===== config.mk =====
export PLATFORM = sky130hd
export DESIGN_NAME = uart_image_loader
export DESIGN_NICKNAME = d
export VERILOG_FILES = /design/src/rtl/mnist_pkg.sv /design/src/rtl/uart_rx.sv /design/src/rtl/uart_image_loader.sv
export SDC_FILE = /design/constraint.sdc
export NUM_CORES = 1
export LEC_CHECK = 0
export ABC_CLOCK_PERIOD_IN_PS = 2900
export BUFFER_PORTS_ARGS = -buffer_cell sky130_fd_sc_hd__clkbuf_2
export CAP_MARGIN = 20
export CORE_MARGIN = 5
export CORE_UTILIZATION = 30
export CTS_BUF_LIST = sky130_fd_sc_hd__clkbuf_2 sky130_fd_sc_hd__clkbuf_4 sky130_fd_sc_hd__clkbuf_8
export DETAILED_ROUTE_END_ITERATION = 16
export SLEW_MARGIN = 20
export SYNTH_ARGS = -nofsm -noshare
export SYNTH_HDL_FRONTEND = slang
export SYNTH_HIERARCHICAL = 1
export SYNTH_SLANG_ARGS = --single-unit

===== constraint.sdc =====
create_clock -name CLOCK_50 -period 2.9 [get_ports CLOCK_50]
set_input_delay 0.29 -clock CLOCK_50 [delete_from_list [all_inputs] [get_ports CLOCK_50]]
set_output_delay 0.29 -clock CLOCK_50 [all_outputs]
set_load 0.03 [all_outputs]

===== src/rtl/mnist_pkg.sv =====
// Constants shared by the MNIST image loader and the classifier: frame states, image geometry, sync byte.
package mnist_pkg;

   typedef enum logic [1:0] {
      S_HUNT  = 2'd0,
      S_LOAD  = 2'd1,
      S_CHECK = 2'd2,
      S_READY = 2'd3
   } state_t;

   localparam int         NUM_PIXELS    = 784;
   localparam int         PIX_ADDR_W    = 10;
   localparam logic [7:0] DEF_SYNC_BYTE = 8'hA5;

endpackage


===== src/rtl/uart_rx.sv =====
// 8N1 UART receiver with a 2-FF input synchroniser and a glitch-rejecting start check at mid-bit.
// rx_valid/rx_ferr are one-cycle pulses after the stop-bit centre sample; there is no backpressure.
module uart_rx #(
   parameter int CLKS_PER_BIT = 434
) (
   input  logic       clk,
   input  logic       rst_n,
   input  logic       rxd,
   output logic       rx_valid,
   output logic [7:0] rx_byte,
   output logic       rx_ferr
);
   import mnist_pkg::*;

   localparam int            CW   = $clog2(CLKS_PER_BIT);
   localparam logic [CW-1:0] FULL = CW'(CLKS_PER_BIT - 1);
   localparam logic [CW-1:0] HALF = CW'(CLKS_PER_BIT / 2 - 1);

   typedef enum logic [1:0] {RX_IDLE, RX_START, RX_DATA, RX_STOP} rx_state_t;

   rx_state_t     state_q, state_d;
   logic [CW-1:0] cnt_q, cnt_d;
   logic [2:0]    bit_q, bit_d;
   logic [7:0]    shift_q, shift_d;
   logic          meta_q, sync_q, prev_q;
   logic          valid_q, valid_d;
   logic          ferr_q, ferr_d;

   always_comb begin
      state_d = state_q;
      cnt_d   = cnt_q + CW'(1);
      bit_d   = bit_q;
      shift_d = shift_q;
      valid_d = 1'b0;
      ferr_d  = 1'b0;
      case (state_q)
         RX_IDLE: begin
            cnt_d = '0;
            if (prev_q && !sync_q) state_d = RX_START;
         end
         RX_START: begin
            // A line that is high again at mid-start-bit was only a glitch.
            if (cnt_q == HALF) begin
               cnt_d   = '0;
               bit_d   = '0;
               state_d = sync_q ? RX_IDLE : RX_DATA;
            end
         end
         RX_DATA: begin
            if (cnt_q == FULL) begin
               cnt_d   = '0;
               shift_d = {sync_q, shift_q[7:1]};
               bit_d   = bit_q + 3'd1;
               if (bit_q == 3'd7) state_d = RX_STOP;
            end
         end
         RX_STOP: begin
            if (cnt_q == FULL) begin
               cnt_d   = '0;
               state_d = RX_IDLE;
               valid_d = sync_q;
               ferr_d  = !sync_q;
            end
         end
         default: state_d = RX_IDLE;
      endcase
   end

   always_ff @(posedge clk or negedge rst_n) begin
      if (!rst_n) begin
         state_q <= RX_IDLE;
         cnt_q   <= '0;
         bit_q   <= '0;
         shift_q <= '0;
         meta_q  <= 1'b1;
         sync_q  <= 1'b1;
         prev_q  <= 1'b1;
         valid_q <= 1'b0;
         ferr_q  <= 1'b0;
      end else begin
         state_q <= state_d;
         cnt_q   <= cnt_d;
         bit_q   <= bit_d;
         shift_q <= shift_d;
         meta_q  <= rxd;
         sync_q  <= meta_q;
         prev_q  <= sync_q;
         valid_q <= valid_d;
         ferr_q  <= ferr_d;
      end
   end

   assign rx_valid = valid_q;
   assign rx_byte  = shift_q;
   assign rx_ferr  = ferr_q;

endmodule


===== src/rtl/uart_image_loader.sv =====
// Receives a SYNC-prefixed image frame over UART and writes it to image RAM, 1 cycle from byte to pix_we.
// No backpressure: bytes arriving while a stored image is pending are dropped. UART_LOADER_CHECKSUM_EN adds a sum trailer.
module uart_image_loader #(
   parameter int         CLK_HZ       = 50_000_000,
   parameter int         BAUD         = 115_200,
   parameter int         NUM_PIXELS   = mnist_pkg::NUM_PIXELS,
   parameter int         ADDR_W       = mnist_pkg::PIX_ADDR_W,
   parameter logic [7:0] SYNC_BYTE    = mnist_pkg::DEF_SYNC_BYTE,
   parameter int         TIMEOUT_CLKS = 5_000_000
) (
   input  logic              CLOCK_50,
   input  logic              reset_n,
   input  logic              uart_rxd,
   output logic              pix_we,
   output logic [ADDR_W-1:0] pix_addr,
   output logic [7:0]        pix_data,
   output logic              image_valid,
   input  logic              image_consumed,
   output logic              frame_err,
   output logic              busy
);
   import mnist_pkg::*;

   localparam int                CLKS_PER_BIT = CLK_HZ / BAUD;
   localparam int                TW           = $clog2(TIMEOUT_CLKS + 1);
   localparam logic [ADDR_W-1:0] LAST_ADDR    = ADDR_W'(NUM_PIXELS - 1);
   localparam logic [TW-1:0]     TIMEOUT_LAST = TW'(TIMEOUT_CLKS - 1);

   logic       rx_valid, rx_ferr;
   logic [7:0] rx_byte;

   uart_rx #(.CLKS_PER_BIT(CLKS_PER_BIT)) u_rx (
      .clk      (CLOCK_50),
      .rst_n    (reset_n),
      .rxd      (uart_rxd),
      .rx_valid (rx_valid),
      .rx_byte  (rx_byte),
      .rx_ferr  (rx_ferr)
   );

   state_t            state_q, state_d;
   logic [ADDR_W-1:0] cnt_q, cnt_d;
   logic [TW-1:0]     timer_q, timer_d;
   logic              we_q, we_d;
   logic [ADDR_W-1:0] addr_q, addr_d;
   logic [7:0]        data_q, data_d;
   logic              valid_q, valid_d;
   logic              err_q, err_d;
   logic              busy_q, busy_d;
`ifdef UART_LOADER_CHECKSUM_EN
   logic [7:0]        sum_q, sum_d;
`endif

   always_comb begin
      state_d = state_q;
      cnt_d   = cnt_q;
      timer_d = timer_q;
      we_d    = 1'b0;
      addr_d  = addr_q;
      data_d  = data_q;
      err_d   = 1'b0;
`ifdef UART_LOADER_CHECKSUM_EN
      sum_d   = sum_q;
`endif
      case (state_q)
         S_HUNT: begin
            cnt_d   = '0;
            timer_d = '0;
            if (rx_valid && rx_byte == SYNC_BYTE) begin
               state_d = S_LOAD;
`ifdef UART_LOADER_CHECKSUM_EN
               sum_d   = '0;
`endif
            end
         end
         S_LOAD: begin
            timer_d = timer_q + TW'(1);
            // A SYNC_BYTE here is ordinary pixel data; resync only happens from S_HUNT.
            if (rx_valid) begin
               timer_d = '0;
               we_d    = 1'b1;
               addr_d  = cnt_q;
               data_d  = rx_byte;
               cnt_d   = cnt_q + ADDR_W'(1);
`ifdef UART_LOADER_CHECKSUM_EN
               sum_d   = sum_q + rx_byte;
`endif
               if (cnt_q == LAST_ADDR) begin
                  cnt_d = '0;
`ifdef UART_LOADER_CHECKSUM_EN
                  state_d = S_CHECK;
`else
                  state_d = S_READY;
`endif
               end
            end else if (rx_ferr || timer_q == TIMEOUT_LAST) begin
               err_d   = 1'b1;
               cnt_d   = '0;
               state_d = S_HUNT;
            end
         end
`ifdef UART_LOADER_CHECKSUM_EN
         S_CHECK: begin
            timer_d = timer_q + TW'(1);
            if (rx_valid) begin
               timer_d = '0;
               if (rx_byte == sum_q) begin
                  state_d = S_READY;
               end else begin
                  err_d   = 1'b1;
                  state_d = S_HUNT;
               end
            end else if (rx_ferr || timer_q == TIMEOUT_LAST) begin
               err_d   = 1'b1;
               state_d = S_HUNT;
            end
         end
`endif
         S_READY: begin
            if (image_consumed) state_d = S_HUNT;
         end
         default: state_d = S_HUNT;
      endcase
      valid_d = (state_d == S_READY);
      busy_d  = (state_d == S_LOAD) || (state_d == S_CHECK);
   end

   always_ff @(posedge CLOCK_50 or negedge reset_n) begin
      if (!reset_n) begin
         state_q <= S_HUNT;
         cnt_q   <= '0;
         timer_q <= '0;
         we_q    <= 1'b0;
         addr_q  <= '0;
         data_q  <= '0;
         valid_q <= 1'b0;
         err_q   <= 1'b0;
         busy_q  <= 1'b0;
`ifdef UART_LOADER_CHECKSUM_EN
         sum_q   <= '0;
`endif
      end else begin
         state_q <= state_d;
         cnt_q   <= cnt_d;
         timer_q <= timer_d;
         we_q    <= we_d;
         addr_q  <= addr_d;
         data_q  <= data_d;
         valid_q <= valid_d;
         err_q   <= err_d;
         busy_q  <= busy_d;
`ifdef UART_LOADER_CHECKSUM_EN
         sum_q   <= sum_d;
`endif
      end
   end

   assign pix_we      = we_q;
   assign pix_addr    = addr_q;
   assign pix_data    = data_q;
   assign image_valid = valid_q;
   assign frame_err   = err_q;
   assign busy        = busy_q;

endmodule


**Word level (Yosys, flattened, before mapping)**

Cells that the tools add are included.

- Bits in registers: 84
- Input bits: 4
- Output and inout port bits: 22
- Word-level logic and storage cells: 91

- $add $sub $neg: 4
- Equality and inequality tests: 20
- Mux-type cells: 34
- Reductions and logical operators: 15

Operators with widths:

| kind | number |
|---|---|
| $pmux W23 S2 | 1 |
| $mux W10 | 3 |
| $pmux W9 S3 | 1 |
| $add A23 B1 Y23 const B | 1 |
| $eq A23 B23 Y1 const B | 1 |
| $mux W23 | 1 |
| $mux W2 | 11 |
| $pmux W10 S2 | 1 |
| $mux W9 | 2 |
| $add A10 B1 Y10 const B | 1 |
| $eq A10 B10 Y1 const B | 1 |
| $eq A2 B2 Y1 const B | 5 |
| $ne A2 B1 Y1 const B | 5 |
| $add A9 B1 Y9 const B | 1 |
| $eq A9 B8 Y1 const B | 1 |
| $eq A9 B9 Y1 const B | 1 |
| $mux W1 | 9 |
| $eq A8 B8 Y1 const B | 1 |
| $pmux W2 S4 | 1 |
| $eq A2 B1 Y1 const B | 3 |
| $mux W3 | 2 |
| $pmux W2 S3 | 1 |
| $pmux W3 S2 | 1 |
| $reduce_and A2 Y1 | 3 |
| 11 further kinds | 15 |

**Logic depth before layout (Yosys ltp)**

Gate-level depths: netlist (run 1).

- Word-level depth: 7
- Depth in mapped cells: 7
- Mapped depth without buffers: 6

**By module**

The synthesis (run 1) kept the hierarchy.

Modules (own cells, without submodules):

| module | instances | cells an instance | area each (sq um) | sequential area each (sq um) |
|---|---|---|---|---|
| uart_image_loader | 1 | 284 | 2726.4 | 1426.4 |
| uart_rx | 1 | 96 | 1229.9 | 679.4 |

**Worst setup path before layout (run 1)**

OpenSTA, ideal clock, no wires.

- Path type: flip-flop to flip-flop
- Start point: register timer_q[7]
- End point: register busy_q (netlist: busy)
- Setup time: 0.126 ns
- Arrival time: 1.998 ns
- Path slack: 0.777 ns
- Stages on the path, launching flop included: 6
- Buffers on the path: 0
- Period minus slack after synthesis: 2.123 ns
- Cell sequence: dfrtp_1 > or4_1 > or4_4 > nor4_1 > nor2_1 > ha_1

- Word-level cells in the longest chain between the ends: 7
- Elaborated cells between the ends (all ways): 8
- Classes of those cells: 3 x eq/ne; 3 x mux; 2 x reduce/logical

Ends and longest elaborated chain:

| what | RTL line | text |
|---|---|---|
| start, declared | uart_image_loader.sv:43 | `logic [TW-1:0] timer_q, timer_d;` |
| start signal, assigned | uart_image_loader.sv:145 | `timer_q <= timer_d;` |
| $eq A23 B23 Y1 (*) | uart_image_loader.sv:96 | `end else if (rx_ferr \|\| timer_q == TIMEOUT_LAST) begin` |
| $logic_or A1 B1 Y1 (*) | uart_image_loader.sv:96 |  |
| $mux W2 (*) | uart_image_loader.sv:96 |  |
| $mux W2 (*) | uart_image_loader.sv:79 | `if (rx_valid) begin` |
| $pmux W2 S3 (*) | uart_image_loader.sv:65 | `case (state_q)` |
| net state_d[0] | uart_image_loader.sv:41 | `state_t state_q, state_d;` |
| $eq A2 B1 Y1 / $eq A2 B2 Y1 (equally long branches) | uart_image_loader.sv:125 | `busy_d = (state_d == S_LOAD) \|\| (state_d == S_CHECK);` |
| $logic_or A1 B1 Y1 (*) | uart_image_loader.sv:125 |  |
| net busy_d | uart_image_loader.sv:49 | `logic busy_q, busy_d;` |
| end signal, assigned | uart_image_loader.sv:151 | `busy_q <= busy_d;` |
| end, declared | uart_image_loader.sv:49 |  |

The timed path passes the listed nets; every way through them passes the cells marked *.
A chain may end at the register's enable or synchronous reset.

**Final worst setup path (run 1)**

Ends and elaborated chain as after synthesis.

==> results of run 1 <==
[critical path: stages, from the launching register on]
cell     delay (ns)
dfrtp_1        0.45
or4_1          0.54
or4_4          0.57
nor4_1         0.23
nor2_1         0.10
ha_1           0.29
[sequential cells by signal, indices dropped and copies added, names as in the netlist, named ones only]
name,flops
frame_err,1
state_q,2
u_rx/rx_byte,8
u_rx/bit_q,3
pix_we,1
cnt_q,10
pix_data,8
u_rx/sync_q,1
pix_addr,10
u_rx/prev_q,1
u_rx/rx_valid,1
busy,1
u_rx/rx_ferr,1
u_rx/cnt_q,9
timer_q,23
u_rx/state_q,1
image_valid,1
u_rx/meta_q,1
[cell families after synthesis]
| group | after synthesis |
|---|---|
| AOI/OAI and AO/OA | 63 |
| xor gates and xnor gates | 17 |
| adders and majority gates | 8 |
| buffers and inverters | 26 |
| DFF | 84 |
| muxes | 12 |
| and+or+nand+nor | 170 |
[through the flow]
stage | cells | utilization (%) | hold slack [ns] | area [sq um]
after floorplan | 380 | - | -0.005591 | 3956
after global placement | 575 | 32.78 | 0.3229 | 4289
after detailed placement | 575 | 32.78 | 0.3245 | 4289
after CTS | 593 | 34.55 | 0.1863 | 4521
after global routing | 593 | 34.55 | 0.1809 | 4521
final | 593 | 34.55 | 0.1965 | 4521
[report_power, final]
part	total, mW	internal (mW)	switching, mW
Combinational	0.173	0.0742	0.0990
Clock	0.865	0.465	0.401
Sequential	1.27	1.21	0.0520
[synthesized netlist by cell type, drive strengths merged, types with 3 or more instances]
master   n
dfstp    3
mux2i    4
a21oi   11
nor2    27
xor2     9
xnor2    8
clkbuf   8
nand4b   5
and3     5
o31ai    3
ha       8
or3      6
nor3     8
dfrtp   81
nand3   17
o21ai   19
a31oi    6
o311ai   4
or4      5
and4     3
o41ai    5
nand2   57
nor2b    6
mux2     8
nand4    8
inv     16
nand2b   7
nor4bb   4
nor4     3
[what timing repair did]
item	4_1_cts	5_1_grt
hold buffers	2	0
hold endpoints to repair	42	0
resized for setup	0	0
[metal layers]
| layer | part of all wire [%] | up-vias | wire (microns) |
|---|---|---|---|
| li1 | - | 1426 | - |
| met1 | 49 | 1450 | 3969 |
| met2 | 46 | 37 | 3686 |
| met3 | 3.4 | 11 | 273 |
| met4 | 1.4 | 0 | 114 |
| met5 | 0 | - | 0 |
[how the worst max path moves through the flow]
stage                     startpoint        to  cells past startpoint
final                     timer_q[7]      busy                      5
after global routing      state_q[1]  cnt_q[7]                      4
after CTS                 timer_q[7]  cnt_q[6]                      4
after detailed placement  timer_q[7]  cnt_q[8]                      4
after global placement    timer_q[7]  cnt_q[8]                      4
after floorplan           timer_q[7]      busy                      5
[area by class of cell]
type                            instances  area, sq um
Clock buffer                           13        166.4
Clock inverter                          3        45.04
Fill cell                            1311         8564
Inverter                               16        60.06
Multi-Input combinational cell        270         1745
Sequential cell                        84         2106
Tap cell                              176        220.2
Timing Repair Buffer                   31        177.7
==> impl_metrics.csv, run 1 <==
group,metric,value,unit
power,ir_drop,0.0003288,V
cts,cts.clk_slew.worst_paths,0.08,ns
worst_setup_path,r2r_end,"busy",
yosys,synthMuxAreaShare,3.763,%
route,totalWireLength,8043,microns
cells_and_area,synthToLayoutAreaGrowth,14.26,%
sta,finalSetupViolations,0,
floorplanning,die_area,15580,sq um
sta,max_freq,437.1,MHz
sta,skew,0.01094,ns
global_route,grt_antenna_before_repair,0,
sta,finalHoldViolCount,0,
cts,htree_levels,3,
route,vias,2924,
worst_setup_path,reg2reg_slack,0.61,ns
placed_design,numPortBuffers,25,
yosys,synth.area.top_cells,"dfrtp_1 51%, nand2_1 5.4%, nor2_1 2.6%, ha_1 2.5%, o21ai_0 2.4%",
yosys,synth_flop_cell,"dfrtp_1",
power,p_leak,2.020,nW
yosys,synth_seq_area_share,53.23,%
worst_hold_path,holdPathStages,2,
cts,cts_tree,"yes",
job,maxCapViolations,0,
yosys,synth_compound_area_share,11.23,%
placed_design,place_congestion,0.7894,
yosys,netlist_area,3956,sq um
worst_setup_path,r2r-start,"timer_q[7]",
global_route,use_met3,3.087,%
power,power,2.304,mW
yosys,yosysWarnings,6,
worst_hold_path,min_to,"state_q[1]",
global_route,first_global_vias,2912,
route,wire_per_inst,13.56,microns
worst_setup_path,crit_arrival,2.53,ns
yosys,ys_types,54,
cells_and_area,antennaDiodeCount,0,
global_route,grt_pass1_wl,14500,microns
global_route,grt_util_met1,15.58,%
worst_setup_path,required,3.14,ns
sta,slew_violations,0,
yosys,synth-xor-area-share,3.763,%
placed_design,dp_hpwl,5621,microns
yosys,ys_async_sr_fraction,100.0,%
cts,clkSinkCount,84,
floorplanning,die_height,124.8,microns
cts,cts_buffer_depth,2,
global_route,grt-ovfl-total,0,
sta,rsz0062_at_grt,"no",
yosys,synth_edf_count,0,
sta,min_period,2.288,ns
sta,relSlewSlack,58.56,%
yosys,synth_adder_area_share,2.530,%
yosys,synth_top_cell_by_area,"dfrtp_1",
floorplanning,start_util,30.24,%
worst_hold_path,hold_path_startpoint,"image_consumed",
worst_setup_path,r2r_cells,5,
status,status,"finished clean",
worst_hold_path,hp-class,"in -> reg",
sta,setup_ws,0.6124,ns
sta,finalCritPeriodShare,78.88,%
worst_setup_path,critPathLaunchType,"register",
global_route,grt-busiest-layer,"met2",
yosys,syn_inst,380,
route,drt.antenna.violating_nets,0,
global_route,use_met2,16.51,%
yosys,syn_avg_cell_area,10.41,sq um
sta,setup_tns,0,ns
global_route,grt_max_degree,44,
placed_design,pre_cts_ws,0.6252,ns
yosys,netlist.area_leader.share,51.23,%
cts,clk_latency,0.36,ns
route,drc,0,
sta,worst_pin_slew,0.6198,ns
power,p_per_area,509.7,nW/um^2
floorplanning,num_rows,42,
cells_and_area,fin_nets,424,
cts,cts_made_buffers,9,
worst_setup_path,cp-end-kind,"register",
route,dr.pass1.iters,4,
cells_and_area,layout_common_cells,"81 x dfrtp_1, 57 x nand2_1, 27 x nor2_1",
yosys,synth.net_count,392,
floorplanning,io_pins,26,
worst_setup_path,crit_type,"reg -> reg",
cts,post_cts_buffers,0,
worst_setup_path,worstPathMaxFanout,7,
cells_and_area,final_common_cell,"dfrtp_1",
route,vias_per_cell,4.931,
floorplanning,core_area,13090,sq um
global_route,grtUsageTotal,11.04,%
yosys,ys_ff_latch,84,
route,drt-initial-drc-count,192,
cells_and_area,drive_gt1_share,15.59,%
yosys,synth_top_family_by_area,"simple AND/OR/NAND/NOR gates",
yosys,synth-simple-area-share,22.83,%
cts,cts_root_buf,"clkbuf_8",
floorplanning,dieWidth,124.8,microns
(Power assumes the default switching activity.)
==> inputs of run 2 (changes only) <==
--- a/config.mk
+++ b/config.mk
@@ -5,7 +5,7 @@
 export SDC_FILE = /design/constraint.sdc
 export NUM_CORES = 1
 export LEC_CHECK = 0
-export ABC_CLOCK_PERIOD_IN_PS = 2900
+export ABC_CLOCK_PERIOD_IN_PS = 2320
 export BUFFER_PORTS_ARGS = -buffer_cell sky130_fd_sc_hd__clkbuf_2
 export CAP_MARGIN = 20
 export CORE_MARGIN = 5
==> constraint.sdc (replaced) <==
create_clock -name CLOCK_50 -period 2.32 [get_ports CLOCK_50]
set_input_delay 0.232 -clock CLOCK_50 [delete_from_list [all_inputs] [get_ports CLOCK_50]]
set_output_delay 0.232 -clock CLOCK_50 [all_outputs]
set_load 0.03 [all_outputs]
==> run 2 against run 1 <==
Effect of this change:
- critical path type unchanged
- global-route usage is 0.76 points lower
- largest power group unchanged
- worst hold slack worse by 0.051 ns
- critical endpoint unchanged
- via count is 1.7% lower
- clock-buffer cell count is 3 lower
- die area stayed put
- sequential power is 24% higher
- sequential share of layout area is 0.33 points lower
- wire length is 4.4% lower
- cell area is 0.72% higher
- register-to-register slack worse by 0.52 ns
==> impl_metrics.csv, run 2 (synthesis results as in run 1) <==
group,metric,value,unit
worst_hold_path,hp-class,"in -> reg",
cts,cts_tree,"yes",
global_route,grt_pass1_wl,13630,microns
cts,cts_buffer_depth,2,
global_route,first_global_vias,2834,
sta,setup_tns,0,ns
cts,htree_levels,3,
worst_setup_path,path_cells,"or4_1 > or4_4 > nor4_1 > nor2_1 > ha_1",
global_route,grtUsageTotal,10.27,%
cells_and_area,drive_gt1_share,16.19,%
route,dr.pass1.iters,4,
cts,cts_made_buffers,9,
cells_and_area,layout_common_cells,"81 x dfrtp_1, 57 x nand2_1, 27 x nor2_1",
route,drt.antenna.violating_nets,0,
floorplanning,dieWidth,124.8,microns
cells_and_area,antennaDiodeCount,0,
worst_setup_path,slowest_stage,"or4_4",
floorplanning,die_height,124.8,microns
cts,cts.clk_slew.worst_paths,0.09,ns
cts,cts_resized,0,
worst_setup_path,required,2.56,ns
worst_setup_path,crit_type,"reg -> reg",
cells_and_area,regMostFlops,"timer_q",
floorplanning,core_area,13090,sq um
placed_design,dpl_cell_area,4324,sq um
floorplanning,start_util,30.24,%
worst_setup_path,path_buf_inv,0,
worst_setup_path,cp-end-kind,"register",
cells_and_area,finalNonFillerCells,596,
sta,rsz0062_at_grt,"no",
cts,cts_root_buf,"clkbuf_8",
cts,hold_buffers,2,
sta,relSlewSlack,60.17,%
cells_and_area,synthToLayoutAreaGrowth,15.09,%
placed_design,dp_hpwl,5432,microns
global_route,grt_antenna_before_repair,0,
power,ir_drop,0.0004106,V
worst_setup_path,worstPathMaxFanout,5,
sta,finalHoldViolCount,0,
sta,finalSetupViolations,0,
sta,hold_ws,0.1454,ns
power,p_leak,2.037,nW
route,totalWireLength,7690,microns
global_route,grt_max_degree,46,
floorplanning,die_area,15580,sq um
worst_setup_path,critPathLaunchType,"register",
sta,worst_pin_slew,0.5974,ns
placed_design,numPortBuffers,25,
route,drt-initial-drc-count,225,
power,p_per_area,628.8,nW/um^2
cts,clkSinkCount,84,
cells_and_area,utilization,34.80,%
sta,slew_violations,0,
route,drc,0,
placed_design,place_congestion,0.8046,
route,vias,2874,
sta,skew,0.01239,ns
cts,post_cts_buffers,0,
worst_setup_path,max_stage_delay,0.56,ns
sta,min_period,2.230,ns
route,wire_per_inst,12.90,microns
cts,clk_latency,0.35,ns
worst_setup_path,path_delay_family,"simple AND/OR/NAND/NOR gates",
worst_setup_path,crit_arrival,2.47,ns
status,status,"finished clean",
sta,finalCritPeriodShare,96.11,%
cells_and_area,fin_nets,427,
cells_and_area,largest_reg_flops,23,
floorplanning,num_rows,42,
sta,max_freq,448.5,MHz
route,vias_per_cell,4.822,
cells_and_area,final_common_cell,"dfrtp_1",
cells_and_area,final_area,4553,sq um
floorplanning,io_pins,26,
placed_design,dpl.cell_count,578,
global_route,grt-ovfl-total,0,
job,maxCapViolations,0,
==> run 2: worst register-to-register path, stage by stage (launching register included) <==
cell and delay, ns:
dfrtp_1 0.44, or4_1 0.52, or4_4 0.56, nor4_1 0.21
nor2_1 0.10, ha_1 0.30
==> run 2: report_power, final <==
| part | internal, mW | switching, mW |
|---|---|---|
| Clock | 0.536 | 0.531 |
| Combinational | 0.0947 | 0.120 |
| Sequential | 1.52 | 0.0640 |
==> run 2: metrics by stage <==
stage          total power [mW]  worst slack (ns)
2_1_floorplan             1.736            0.1965
5_1_grt                   3.035           0.03493
3_3_place_gp              1.819            0.1341
4_1_cts                   2.923           0.07938
3_5_place_dp              1.826           0.07760
6_report                  2.863           0.09022
==> run 2: cell type report <==
| cell class | count | area (sq um) |
|---|---|---|
| Clock buffer | 10 | 137.6 |
| Clock inverter | 6 | 71.32 |
| Fill cell | 1312 | 8532 |
| Inverter | 16 | 60.06 |
| Multi-Input combinational cell | 270 | 1745 |
| Sequential cell | 84 | 2106 |
| Tap cell | 176 | 220.2 |
| Timing Repair Buffer | 34 | 212.7 |
==> run 2: final timing paths <==
kind / startpoint / endpoint / slack (ns) / cells after the start
setup / recovery: timer_q[6] / busy / 0.09 / 5
hold / removal: image_consumed / state_q[1] / 0.15 / 2
setup reg to reg: timer_q[6] / busy / 0.09 / 5
hold reg to reg: u_rx/meta_q / u_rx/sync_q / 0.36 / 0
max in group asynchronous: reset_n / u_rx/prev_q / 1.20 / 3
min in group asynchronous: reset_n / timer_q[19] / 0.42 / 2
==> run 2: per-layer routing <==
metal | vias up | track usage, % | wire, microns | share of wire, %
met4 | 0 | 2.168 | 38 | 0.49
met2 | 38 | 16.16 | 3623 | 47
li1 | 1427 | - | - | -
met5 | - | 0 | 0 | 0
met3 | 5 | 3.259 | 270 | 3.5
met1 | 1404 | 13.98 | 3757 | 49
==> inputs of run 3 (changes only) <==
--- a/config.mk
+++ b/config.mk
@@ -5,13 +5,15 @@
 export SDC_FILE = /design/constraint.sdc
 export NUM_CORES = 1
 export LEC_CHECK = 0
+export ABC_AREA = 1
 export ABC_CLOCK_PERIOD_IN_PS = 2320
 export BUFFER_PORTS_ARGS = -buffer_cell sky130_fd_sc_hd__clkbuf_2
 export CAP_MARGIN = 20
-export CORE_MARGIN = 5
+export CORE_MARGIN = 2
 export CORE_UTILIZATION = 30
 export CTS_BUF_LIST = sky130_fd_sc_hd__clkbuf_2 sky130_fd_sc_hd__clkbuf_4 sky130_fd_sc_hd__clkbuf_8
 export DETAILED_ROUTE_END_ITERATION = 16
+export REMOVE_ABC_BUFFERS = 1
 export SLEW_MARGIN = 20
 export SYNTH_ARGS = -nofsm -noshare
 export SYNTH_HDL_FRONTEND = slang
==> run 3 against run 2 <==
Effect of this change:
- synthesized cell count grew 46%
- utilization down 0.64 points
- worst setup slack gained 0.41 ns
- cell area is 7.8% higher
- largest cell class unchanged
- largest power group unchanged
- first-iteration DRC count fell by 16%
- clock power fell by 5%
- critical path depth grew 1
- final cell count increased by 30%
- global-route usage up 2.6 points
- sequential power barely moved
- synthesized area increased by 10%
==> impl_metrics.csv, run 3 <==
group,metric,value,unit
cts,clkSinkCount,84,
route,drt-initial-drc-count,189,
cells_and_area,largest_reg_flops,23,
yosys,yosys-top-cells-count,"175 x nand2_1, 81 x dfrtp_1, 65 x nor2_1, 51 x inv_1, 41 x nand3_1",
power,p_per_area,615.5,nW/um^2
yosys,synth_most_common_cell,"nand2_1",
route,totalWireLength,9348,microns
route,vias,3618,
cells_and_area,layout_common_cells,"175 x nand2_1, 81 x dfrtp_1, 65 x nor2_1",
global_route,grt_max_degree,49,
worst_setup_path,required,2.58,ns
status,status,"finished clean",
yosys,netlist.area_leader.share,46.37,%
yosys,synth_top_cell_by_area,"dfrtp_1",
cts,cts_resized,0,
job,maxCapViolations,0,
sta,finalHoldViolCount,0,
cells_and_area,antennaDiodeCount,0,
cells_and_area,final_area,4907,sq um
worst_setup_path,max_stage_delay,0.47,ns
floorplanning,die_area,15550,sq um
cts,clk_latency,0.37,ns
sta,skew,0.01062,ns
power,p_leak,2.359,nW
cells_and_area,synthToLayoutAreaGrowth,12.25,%
cts,cts.clk_slew.worst_paths,0.09,ns
floorplanning,dieWidth,124.7,microns
sta,min_period,1.823,ns
power,p_comb_share,13.3,%
cells_and_area,finalNonFillerCells,776,
route,drt.antenna.violating_nets,0,
power,p_switching,0.8872,mW
floorplanning,die_height,124.7,microns
yosys,ys_async_sr_fraction,100.0,%
yosys,yosysWarnings,6,
cts,cts_buffer_depth,2,
cells_and_area,final_common_cell,"nand2_1",
yosys,synth.area.top_cells,"dfrtp_1 46%, nand2_1 15%, nor2_1 5.6%, nand3_1 4.7%, inv_1 4.4%",
cts,hold_buffers,2,
power,internal_power,2.133,mW
power,clockPowerShare,33.9,%
global_route,grtUsageTotal,12.85,%
sta,worst_pin_slew,0.9970,ns
worst_setup_path,cp-end-kind,"register",
cts,htree_levels,3,
power,swShare,29.38,%
route,dr.pass1.iters,5,
worst_setup_path,path_cells,"ha_1 > nand3_1 > nor3_4 > nand2_1 > nand2_1 > ha_1",
sta,slew_violations,0,
sta,finalCritPeriodShare,78.56,%
placed_design,dpl.cell_count,758,
sta,max_freq,548.7,MHz
floorplanning,num_rows,44,
worst_hold_path,hp-class,"in -> reg",
placed_design,dpl_cell_area,4692,sq um
yosys,syn_avg_cell_area,7.877,sq um
cts,cts_root_buf,"clkbuf_8",
global_route,grt_pass1_wl,16600,microns
worst_setup_path,critPathLaunchType,"register",
floorplanning,start_util,30.42,%
route,drc,0,
worst_setup_path,worstPathMaxFanout,7,
yosys,syn_inst,555,
power,ir_drop,0.0005189,V
route,vias_per_cell,4.662,
placed_design,place_congestion,0.9073,
cells_and_area,fin_nets,599,
floorplanning,io_pins,26,
yosys,synth_flop_cell,"dfrtp_1",
power,power,3.020,mW
sta,finalSetupViolations,0,
global_route,grt_antenna_before_repair,0,
route,wire_per_inst,12.05,microns
yosys,netlist_area,4372,sq um
floorplanning,core_area,14370,sq um
cells_and_area,drive_gt1_share,15.37,%
worst_setup_path,slowest_stage,"dfrtp_1",
placed_design,numPortBuffers,25,
sta,rsz0062_at_grt,"no",
sta,setup_tns,0,ns
yosys,ys_types,36,
sta,relSlewSlack,33.52,%
power,pwr-share-seq,52.7,%
yosys,ys_ff_latch,84,
cells_and_area,utilization,34.15,%
cts,cts_tree,"yes",
worst_setup_path,crit_type,"reg -> reg",
cells_and_area,regMostFlops,"timer_q",
global_route,first_global_vias,3559,
worst_setup_path,crit_arrival,2.08,ns
placed_design,dp_hpwl,6714,microns
yosys,synth_seq_area_share,48.17,%
cts,post_cts_buffers,0,
yosys,synth_edf_count,0,
global_route,grt-ovfl-total,0,
cts,cts_made_buffers,9,
==> run 3: cell count changes after synthesis, sizes merged, moves of 8 or more <==
cell   delta
inv      +46
mux2      -8
nand3    +27
nand4    +12
nand2   +126
nor2     +54
==> run 3: through the flow <==
stage               hold WS (ns)  setup WS (ns)
floorplan               -0.06359         0.7312
global placement          0.3030         0.5917
detailed placement        0.3026         0.5008
CTS                       0.1732         0.4739
global route              0.1784         0.2493
finish                    0.1784         0.4974
==> run 3: worst paths after layout <==
path / startpoint / to / slack (ns) / depth (start not counted)
min: image_consumed / state_q[1] / 0.18 / 4
max: cnt_q[0] / busy / 0.50 / 6
min in group asynchronous: reset_n / cnt_q[6] / 0.44 / 2
max reg2reg: cnt_q[0] / busy / 0.50 / 6
min reg2reg: u_rx/meta_q / u_rx/sync_q / 0.36 / 0
max in group asynchronous: reset_n / u_rx/meta_q / 1.20 / 3
==> run 3: power groups by stage <==
stage / combinational (mW) / clock, mW / sequential (mW)
5_1_grt: 0.461 / 1.12 / 1.60
3_3_place_gp: 0.387 / 0 / 1.62
3_5_place_dp: 0.402 / 0 / 1.62
6_report: 0.402 / 1.02 / 1.59
2_1_floorplan: 0.292 / 0 / 1.61
4_1_cts: 0.407 / 1.07 / 1.59
==> run 3: cell families (layout without fill, tap and decap cells) <==
group | after synthesis | in the layout | share of synthesized area, %
xor+xnor | 6 | 6 | 1.202
simple gates | 342 | 342 | 35.86
buf+inv | 73 | 110 | 7.069
flops | 84 | 84 | 48.17
compound gates | 42 | 42 | 5.409
fa+ha+maj | 8 | 8 | 2.290
==> run 3: routing by layer <==
layer,part of all wire [%],track usage (%),vias up
li1,-,-,1832
met1,47,16.28,1704
met2,47,21.15,67
met3,4.4,3.393,15
met4,1.6,4.627,0
met5,0,0,-
==> run 3: critical path, delay by kind of cell (launching register included) <==
family / cells / cell delay (ns)
fa+ha+maj: 2 / 0.45
flops: 1 / 0.47
simple gates: 4 / 0.79
==> run 3: area by class of cell <==
cell class / count / area, sq um
flip-flops and latches: 84 / 2106
fillers: 1477 / 9462
inverters: 63 / 241.5
clock buffers: 12 / 165.2
repair buffers: 31 / 177.7
well taps: 184 / 230.2
clock inverters: 4 / 30.03
multi-input cells: 398 / 1957
